<file path="config.mk">
export PLATFORM = sky130hd
export DESIGN_NAME = enable_register
export DESIGN_NICKNAME = d
export VERILOG_FILES = /design/src/rtl/enable_register_pkg.sv /design/src/rtl/enable_register.sv
export SDC_FILE = /design/constraint.sdc
export NUM_CORES = 1
export LEC_CHECK = 0
export ABC_AREA = 1
export ABC_CLOCK_PERIOD_IN_PS = 1100
export CORE_AREA = 2 2 39 41
export DETAILED_ROUTE_END_ITERATION = 12
export DIE_AREA = 0 0 41 43
export SLEW_MARGIN = 20
export SYNTH_ARGS = -nofsm -noshare
export SYNTH_HDL_FRONTEND = slang
export SYNTH_SLANG_ARGS = --single-unit
</file>
<file path="constraint.sdc">
create_clock -name clk -period 1.1 [get_ports clk]
set_input_delay 0.22 -clock clk [delete_from_list [all_inputs] [get_ports clk]]
set_output_delay 0.22 -clock clk [all_outputs]
set_load 0.02 [all_outputs]
</file>
<file path="src/rtl/enable_register_pkg.sv">
// Shared defaults for the enable_register storage primitive.
package enable_register_pkg;

  localparam int unsigned DEFAULT_WIDTH = 8;

endpackage

</file>
<file path="src/rtl/enable_register.sv">
// Edge-triggered WIDTH-bit register with load enable; synchronous active-high reset has priority.
// One-edge latency from in to out, no bypass; out comes straight from the flops.
module enable_register
  import enable_register_pkg::*;
#(
  parameter int unsigned           WIDTH       = DEFAULT_WIDTH,
  parameter logic [WIDTH-1:0]      RESET_VALUE = '0
) (
  input  logic             clk,
  input  logic             reset,
  input  logic             en,
  input  logic [WIDTH-1:0] in,
  output logic [WIDTH-1:0] out
);

  always_ff @(posedge clk) begin
    if (reset) begin
      out <= RESET_VALUE;
    end else if (en) begin
      out <= in;
    end
  end

endmodule

</file>
==> results.yml <==
route:
  wl_um: 670
  route.vias.total: 322
  wl_per_cell_um: 7.70
  drt_iter0_markers: 2
  ant_nets: 0
  drcViolationCount: 0
  drtPass1Iterations: 2
  vias_per_cell: 3.70
die:
  core_area_um2: 1380
  die_width_um: 41
  rows: 14
  ios: 19
  initial_core_util_pct: 24.7
  die_area_um2: 1760
  fp.dieH_um: 43
pwr:
  switchingPower_uw: 176
  power.share.clock_pct: 32.2
  peakVddDrop_mv: 0.552
  p_int_uw: 510
  pwr-share-comb_pct: 21.1
  swShare_pct: 25.7
  p_leak_uw: 0.000288
  power.density_nw_per_um2: 1270
  p_seq_share_pct: 46.7
grt:
  grt_pass1_vias: 259
  grt_pass1_wl_um: 1010
  track_usage_pct: 8.75
  grt_max_degree: 17
  overflow: 0
  antenna_found_initial: 0
logic_synthesis:
  netlist_instances: 51
  synth.top_cell.area_share_pct: 46.9
  syn_nets: 62
  synth.distinct_cells: 7
  syn_avg_cell_area_um2: 6.70
  yosysSeqAreaShare_pct: 46.9
  synth_top_cell_by_area: "dfxtp_1"
  synth.cell_area_um2: 342
  yosys-top-cells-area: "dfxtp_1, nand2_1, nor2_1"
  synth_common_cells: "nand2_1, nor2_1, inv_1, dfxtp_1, buf_6"
  synthFlopType: "dfxtp_1"
  yosys_warnings: 0
  synth_edf_count: 0
  async_reset_ff_share_pct: 0
  ys_seq_elements: 8
run:
  drv_cap: 0
worst_setup_path:
  crit_arrival_ns: 0.83
  critPathBufInv: 1
  start_kind: "flip-flop"
  critPathRequiredTime_ns: 0.88
  worst_path_max_delay_cell: "dfxtp_1"
  worstSetupPathType: "flip-flop to output port"
  path_cells: "clkdlybuf4s15_2"
  critPathMaxFanout: 2
  end_kind: "output port"
  max_stage_delay_ns: 0.33
  critical_path.top_delay_family: "flip-flops"
layout:
  final_cells: 87
  regMostFlops: "out"
  largest_reg_flops: 8
  top_regs: "out x8"
  nNetsFinal: 84
  area_growth_pct: 58.2
  drive_gt1_share_pct: 19.7
  n_antenna_cell: 0
clocking:
  cts_setup_buffers: 0
  cts_buffer_depth: 2
  postCtsHoldBufs: 0
  clkTransAtPathRegs_ns: 0.06
  cts_resized: 24
  clock_latency_ns: 0.24
  htreeDepth: 1
  numCtsBuffers: 3
  cts_tree: "yes"
  cts.sinks: 8
  root_buffer: "clkbuf_4"
sta:
  hold_viol_final: 0
  finalSetupViolations: 0
  worst_slew_pin_slew_ns: 0.240
  clock_skew_ns: 0
  fin_crit_sh_pct: 95.6
  grt_setup_unrepaired: "false"
  fin_crit_ns: 1.05
  slew_headroom_pct: 84.0
  max_freq_mhz: 951
  slew_violations: 0
  setup_ws_ns: 0.0485
placed_design:
  dpl.hpwl_um: 471
  io_buffers: 18
  placed_cells: 84
  place_congestion: 0.624
  preCtsSetupSlack_ns: -0.0400
hold_path:
  hold_path.class: "flip-flop to flip-flop"
run_status:
  outcome: "finished, final reports clean"
-- per-stage QoR --
step	hold slack (ns)	utilization, %	area [um^2]	TNS, ns	power [uW]
finish	0.470	39.1	541	0	685
global route	0.503	39.1	541	0	734
CTS	0.474	41.3	572	0	713
detailed placement	0.465	39.0	539	-0.461	486
global placement	0.462	39.0	539	-0.397	484
floorplan	0.408	-	342	0	404
-- final cells by class --
class | instances | area, um^2
Sequential cell | 8 | 160
Tap cell | 16 | 20.0
Clock buffer | 3 | 22.5
Timing Repair Buffer | 19 | 179
Fill cell | 158 | 843
Inverter | 9 | 33.8
Multi-Input combinational cell | 32 | 125
-- kinds of logic (layout without fill, tap and decap cells) --
group                  Yosys count  in the layout  share of synthesized area, %
buffers and inverters           11             31                          16.5
flip-flops                       8              8                          46.9
AND/OR/NAND/NOR                 32             32                          36.6
-- worst paths after layout --
kind              startpoint     end  slack, ns  depth (start not counted)
setup reg to reg      out[6]  out[6]       0.53                          2
hold / removal        out[1]  out[1]       0.47                          2
hold reg to reg       out[1]  out[1]       0.47                          2
setup / recovery      out[6]  out[6]       0.05                          1
-- routing by layer --
metal	wire, um	vias to the layer above	GRT usage [%]
li1	-	189	-
met1	327	119	11.7
met2	248	14	10.3
met3	94	0	3.14
met4	0	0	8.00
met5	0	-	0
-- power groups by stage --
stage | clock [uW] | sequential, uW | combinational [uW]
after CTS | 238 | 320 | 154
after global routing | 251 | 322 | 161
after detailed placement | 0 | 326 | 159
final | 221 | 320 | 144
after floorplan | 0 | 351 | 52.8
after global placement | 0 | 327 | 158
-- cells in the final DEF (no fill, tap or decap) --
master	instances
nor2_1	15
nand2_1	15
clkdlybuf4s50_1	10
inv_1	9
dfxtp_1	8
buf_2	5
clkbuf_4	3
clkdlybuf4s15_2	3
nor2_2	1
nand2_2	1
buf_12	1
Note: power is estimated with default switching activity, not from simulation.
